**config.mk**
```make
export PLATFORM = sky130hd
export DESIGN_NAME = spi_link_scheduler
export DESIGN_NICKNAME = d
export VERILOG_FILES = /design/src/rtl/spi_link_scheduler.sv
export SDC_FILE = /design/constraint.sdc
export NUM_CORES = 1
export LEC_CHECK = 0
export ABC_AREA = 1
export CORE_MARGIN = 1.5
export CORE_UTILIZATION = 48
export CTS_CLUSTER_DIAMETER = 40
export DETAILED_ROUTE_END_ITERATION = 10
export GPL_ROUTABILITY_DRIVEN = 0
export PLACE_DENSITY = 0.77
export SYNTH_ARGS = -nofsm -noshare
export SYNTH_HDL_FRONTEND = slang
export SYNTH_SLANG_ARGS = --single-unit
```
**constraint.sdc**
```tcl
create_clock -name CLOCK_50 -period 2.8 [get_ports CLOCK_50]
set_input_delay 0.28 -clock CLOCK_50 [delete_from_list [all_inputs] [get_ports CLOCK_50]]
set_output_delay 0.28 -clock CLOCK_50 [all_outputs]
set_load 0.01 [all_outputs]
```
**src/rtl/spi_link_scheduler.sv**
```systemverilog
// Round-robin arbiter sharing one SPI byte engine among N_REQ requesters.
// Grants one request, launches the engine, waits for done or timeout, then enforces an idle gap.
module spi_link_scheduler #(
    parameter int unsigned N_REQ          = 3,
    parameter int unsigned GAP_CYCLES     = 16,
    parameter int unsigned TIMEOUT_CYCLES = 16384
) (
    input  logic                 CLOCK_50,
    input  logic                 rst,
    input  logic [N_REQ-1:0]     req,
    input  logic [8*N_REQ-1:0]   req_data,
    output logic [N_REQ-1:0]     ack,
    output logic [N_REQ-1:0]     err,
    output logic                 eng_start,
    output logic [7:0]           eng_data,
    input  logic                 eng_done,
    output logic [2:0]           grant_id,
    output logic                 active
);

    localparam int unsigned ID_W  = 3;
    localparam int unsigned CNT_W = 32;
    localparam logic [CNT_W-1:0] TMO_LAST = CNT_W'(TIMEOUT_CYCLES - 1);
    localparam logic [CNT_W-1:0] GAP_LAST = CNT_W'(GAP_CYCLES - 1);

    typedef enum logic [1:0] {
        S_IDLE  = 2'd0,
        S_ISSUE = 2'd1,
        S_XFER  = 2'd2,
        S_GAP   = 2'd3
    } state_t;

    state_t             state_q, state_d;
    logic [ID_W-1:0]    ptr_q, ptr_d;
    logic [ID_W-1:0]    grant_q, grant_d;
    logic [7:0]         data_q, data_d;
    logic               start_q, start_d;
    logic               active_q, active_d;
    logic [N_REQ-1:0]   ack_q, ack_d;
    logic [N_REQ-1:0]   err_q, err_d;
    logic [CNT_W-1:0]   tmo_q, tmo_d;
    logic [CNT_W-1:0]   gap_q, gap_d;

    logic               win_found;
    logic [ID_W-1:0]    win_idx;
    logic [7:0]         win_data;
    logic [ID_W:0]      cand;
    logic [ID_W-1:0]    ptr_adv;
    logic [N_REQ-1:0]   grant_oh;

    // Round-robin search: offsets 0..N_REQ-1 from ptr, wrapping mod N_REQ; first live request wins.
    always_comb begin
        win_found = 1'b0;
        win_idx   = '0;
        win_data  = '0;
        cand      = '0;
        for (int unsigned k = 0; k < N_REQ; k++) begin
            cand = {1'b0, ptr_q} + (ID_W+1)'(k);
            if (cand >= (ID_W+1)'(N_REQ)) begin
                cand = cand - (ID_W+1)'(N_REQ);
            end
            for (int unsigned j = 0; j < N_REQ; j++) begin
                if (!win_found && req[j] && (cand == (ID_W+1)'(j))) begin
                    win_found = 1'b1;
                    win_idx   = ID_W'(j);
                    win_data  = req_data[8*j +: 8];
                end
            end
        end
    end

    assign ptr_adv  = (grant_q == ID_W'(N_REQ - 1)) ? '0 : grant_q + ID_W'(1);
    assign grant_oh = N_REQ'(1) << grant_q;

    always_comb begin
        state_d  = state_q;
        ptr_d    = ptr_q;
        grant_d  = grant_q;
        data_d   = data_q;
        start_d  = 1'b0;
        active_d = active_q;
        ack_d    = '0;
        err_d    = '0;
        tmo_d    = tmo_q;
        gap_d    = gap_q;
        unique case (state_q)
            S_IDLE: begin
                if (win_found) begin
                    grant_d  = win_idx;
                    data_d   = win_data;
                    start_d  = 1'b1;
                    active_d = 1'b1;
                    state_d  = S_ISSUE;
                end
            end
            S_ISSUE: begin
                tmo_d   = '0;
                state_d = S_XFER;
            end
            S_XFER: begin
                // Done takes priority over a timeout landing on the same edge.
                if (eng_done || (tmo_q == TMO_LAST)) begin
                    if (eng_done) begin
                        ack_d = grant_oh;
                    end else begin
                        err_d = grant_oh;
                    end
                    ptr_d    = ptr_adv;
                    gap_d    = GAP_LAST;
                    active_d = 1'b0;
                    state_d  = S_GAP;
                end else begin
                    tmo_d = tmo_q + CNT_W'(1);
                end
            end
            S_GAP: begin
                if (gap_q == '0) begin
                    state_d = S_IDLE;
                end else begin
                    gap_d = gap_q - CNT_W'(1);
                end
            end
            default: state_d = S_IDLE;
        endcase
    end

    always_ff @(posedge CLOCK_50) begin
        if (rst) begin
            state_q  <= S_IDLE;
            ptr_q    <= '0;
            grant_q  <= '0;
            data_q   <= '0;
            start_q  <= 1'b0;
            active_q <= 1'b0;
            ack_q    <= '0;
            err_q    <= '0;
            tmo_q    <= '0;
            gap_q    <= '0;
        end else begin
            state_q  <= state_d;
            ptr_q    <= ptr_d;
            grant_q  <= grant_d;
            data_q   <= data_d;
            start_q  <= start_d;
            active_q <= active_d;
            ack_q    <= ack_d;
            err_q    <= err_d;
            tmo_q    <= tmo_d;
            gap_q    <= gap_d;
        end
    end

    assign ack       = ack_q;
    assign err       = err_q;
    assign eng_start = start_q;
    assign eng_data  = data_q;
    assign grant_id  = grant_q;
    assign active    = active_q;

endmodule

```
==> flow_metrics.env <==
export IMPL_nets=1008
export IMPL_drv_cap=0
export IMPL_clock_latency_ns=0.34
export IMPL_fin_skew_ns=0.00677
export IMPL_setup_violations=0
export IMPL_synth_area_mux_share_pct=0
export IMPL_drc=0
export IMPL_cp_buffers_inverters=2
export IMPL_area_delta_synth_final_pct=16.0
export IMPL_synth_top_area_cell="dfxtp_1"
export IMPL_hold_viol=0
export IMPL_synth_top_family_by_area="simple AND/OR/NAND/NOR gates"
export IMPL_grt_pass1_wl_um=23800
export IMPL_crit_required_ns=3.02
export IMPL_yosys_area_top_type_share_pct=29.5
export IMPL_avgRoutedWirePerCell_um=12.7
export IMPL_die_w_um=114
export IMPL_crit_top_cell="ha_1"
export IMPL_dr_total_vias=5888
export IMPL_htreeDepth=3
export IMPL_postCtsHoldBufs=0
export IMPL_leakagePower_nw=2.82
export IMPL_drt_total_wl_um=14100
export IMPL_track_usage_pct=22.3
export IMPL_synth_commonest_cells="nand2_1 (208), nor2_1 (150), inv_1 (91), dfxtp_1 (87), nand3_1 (70)"
export IMPL_cp_end_kind="flip-flop"
export IMPL_firstDrtPassIters=5
export IMPL_dp_slack_ns=0.119
export IMPL_synth_compound_area_share_pct=12.9
export IMPL_initial_utilization_pct=49.1
export IMPL_max_freq_mhz=385
export IMPL_drtIter0Drc=376
export IMPL_critPathMaxStageDelay_ns=0.39
export IMPL_fp_coreArea_um2=12000
export IMPL_cpMaxStageDelayCell="dfxtp_2"
export IMPL_antenna_found_initial=0
export IMPL_synth_simple_gate_area_share_pct=42.0
export IMPL_synth_seq_cells=87
export IMPL_min_delay_path_class="in2reg"
export IMPL_cts_made_buffers=9
export IMPL_power_density_nw_per_um2=935
export IMPL_layout_drive_gt1_share_pct=9.51
export IMPL_grt_max_degree=35
export IMPL_ys_seq_area_share_pct=29.5
export IMPL_ys_flop_type="dfxtp_1"
export IMPL_synthAdderAreaFrac_pct=3.39
export IMPL_detail_route_vias_per_cell=5.29
export IMPL_finalPower_mw=6.40
export IMPL_worstHoldStart="rst"
export IMPL_drv_slew=0
export IMPL_grt_overflow_total=0
export IMPL_final_antenna_net_count=0
export IMPL_layout_min_cycle_time_ns=2.60
export IMPL_placementRows=40
export IMPL_fp_dieH_um=114
export IMPL_crit_type="reg2reg"
export IMPL_yosys_top_cells_area="dfxtp_1 (30%), nand2_1 (13%), nor2_1 (9.5%)"
export IMPL_worstMarginPinSlew_ns=0.841
export IMPL_post_dp_hpwl_um=10700
export IMPL_crit_arrival_ns=2.82
export IMPL_grt_pass1_vias=5208
export IMPL_status="finished, final reports clean"
export IMPL_synth_xor_area_share_pct=3.42
export IMPL_setup_slack_ns=0.204
export IMPL_cts_sinks=87
export IMPL_syn_nets=960
export IMPL_crit_family="simple AND/OR/NAND/NOR gates"
export IMPL_postSynthCellCount=914
export IMPL_port_buffers=47
export IMPL_num_io_pins=49
export IMPL_cp_start_kind="flip-flop"
export IMPL_die_area_um2=13000
export IMPL_cp_startpoint="ptr_q[1]"
export IMPL_crit_fanout=17
export IMPL_ys_warn_count=0
export IMPL_cts_path_max_buffers=2
export IMPL_synth_most_common_cell="nand2_1"
export IMPL_insertedDiodeCount=0
export IMPL_fill_cells=1170
export IMPL_fin_crit_sh_pct=92.7
export IMPL_clk_pin_slew_ns=0.06
export IMPL_synthArstFlopShare_pct=0
export IMPL_synth_cell_type_count=47
export IMPL_syn_area_per_cell_um2=6.45
export IMPL_crit_chain="ha_1 -> inv_1 -> ha_1 -> o211ai_1 -> nand2_1 -> nand4_1 -> nand3_4 -> nor3_4 -> nand3_2 -> nand2_8 -> inv_2 -> o21bai_1 -> a21oi_2"
export IMPL_syn_area_um2=5900
export IMPL_relSlewSlack_pct=43.7
export IMPL_clockRootBuffer="clkbuf_16"
export IMPL_cts_tree="done"
export IMPL_max_vdd_ir_drop_mv=0.471
export IMPL_synth_edf_count=0
export IMPL_r2r_start="ptr_q[1]"
## layout make-up
cell class	count	area [um2]	share of cell area, %
timing repair buffer	58	548	8.01
clock buffer	12	267	3.90
inverter	101	387	5.65
clock inverter	4	51.3	0.750
tap	147	184	2.69
multi-input combinational	705	3660	53.5
sequential	87	1740	25.5
## cell families after synthesis
family,count (synthesis)
adders and majority gates,16
AOI/OAI and AO/OA,134
xor gates and xnor gates,23
buffers and inverters,122
and+or+nand+nor,531
other,1
DFF,87
## flip-flops by register name, summed over array words and instances (netlist names)
register and flops:
gap_q 32, tmo_q 32, eng_data 8, ack 3, err 3, ptr_q 3
grant_id 2, state_q 2, active 1, eng_start 1
## stage by stage
stage / TNS (ns) / hold slack (ns) / std cells / utilization [%] / area, um2
2_1_floorplan: 0 / 0.431 / 914 / - / 5900
3_3_place_gp: 0 / 0.449 / 1096 / 54.0 / 6480
3_5_place_dp: 0 / 0.458 / 1096 / 54.0 / 6480
4_1_cts: 0 / 0.263 / 1112 / 56.6 / 6800
5_1_grt: -0.00114 / 0.283 / 1114 / 57.0 / 6840
6_report: 0 / 0.278 / 1114 / 57.0 / 6840
## timing repair
item	in CTS	in global routing
resized for setup	0	7
endpoints found under the setup margin	0	12
setup buffers	0	2
## final timing paths
kind,end,slack (ns),cells past startpoint
min,grant_id[0],0.28,2
max reg2reg,eng_data[6],0.20,13
min reg2reg,eng_data[2],0.47,2
max,eng_data[6],0.20,13
## layer usage
| metal | track usage [%] | wire, um | vias to the layer above |
|---|---|---|---|
| met5 | 0 | 0 | - |
| met4 | 9.67 | 297 | 0 |
| met3 | 2.92 | 651 | 22 |
| met2 | 36.3 | 6550 | 149 |
| met1 | 29.8 | 6630 | 2630 |
| li1 | - | - | 3087 |
## layout by cell type (no fill, tap or decap), types with 3 or more instances in the layout
cell	netlist	routed
a21oi_2	9	9
nor2_4	6	7
nor2_2	8	7
a31oi_1	5	5
nor4_1	7	7
o21bai_1	3	3
clkdlybuf4s50_1	0	46
o21ai_1	7	7
nand2_2	8	9
dfxtp_1	87	85
inv_2	8	9
o211ai_1	4	4
a21oi_1	65	65
xnor2_1	5	5
clkbuf_16	0	9
nand3_1	70	69
inv_1	91	90
ha_1	16	16
nand3_2	4	5
nand3b_1	10	10
o21ai_0	31	31
nor2_1	150	150
buf_4	4	11
nand4_1	31	31
nand2_1	208	207
nor3_1	16	16
clkbuf_8	0	3
xor2_1	18	18
## power by group
group          internal, mW  switching [mW]  leakage [nW]
sequential             1.43           0.177         0.706
clock                 0.766           0.493         0.155
combinational          1.28            2.26          1.96
Note: power is estimated with default switching activity, not from simulation.
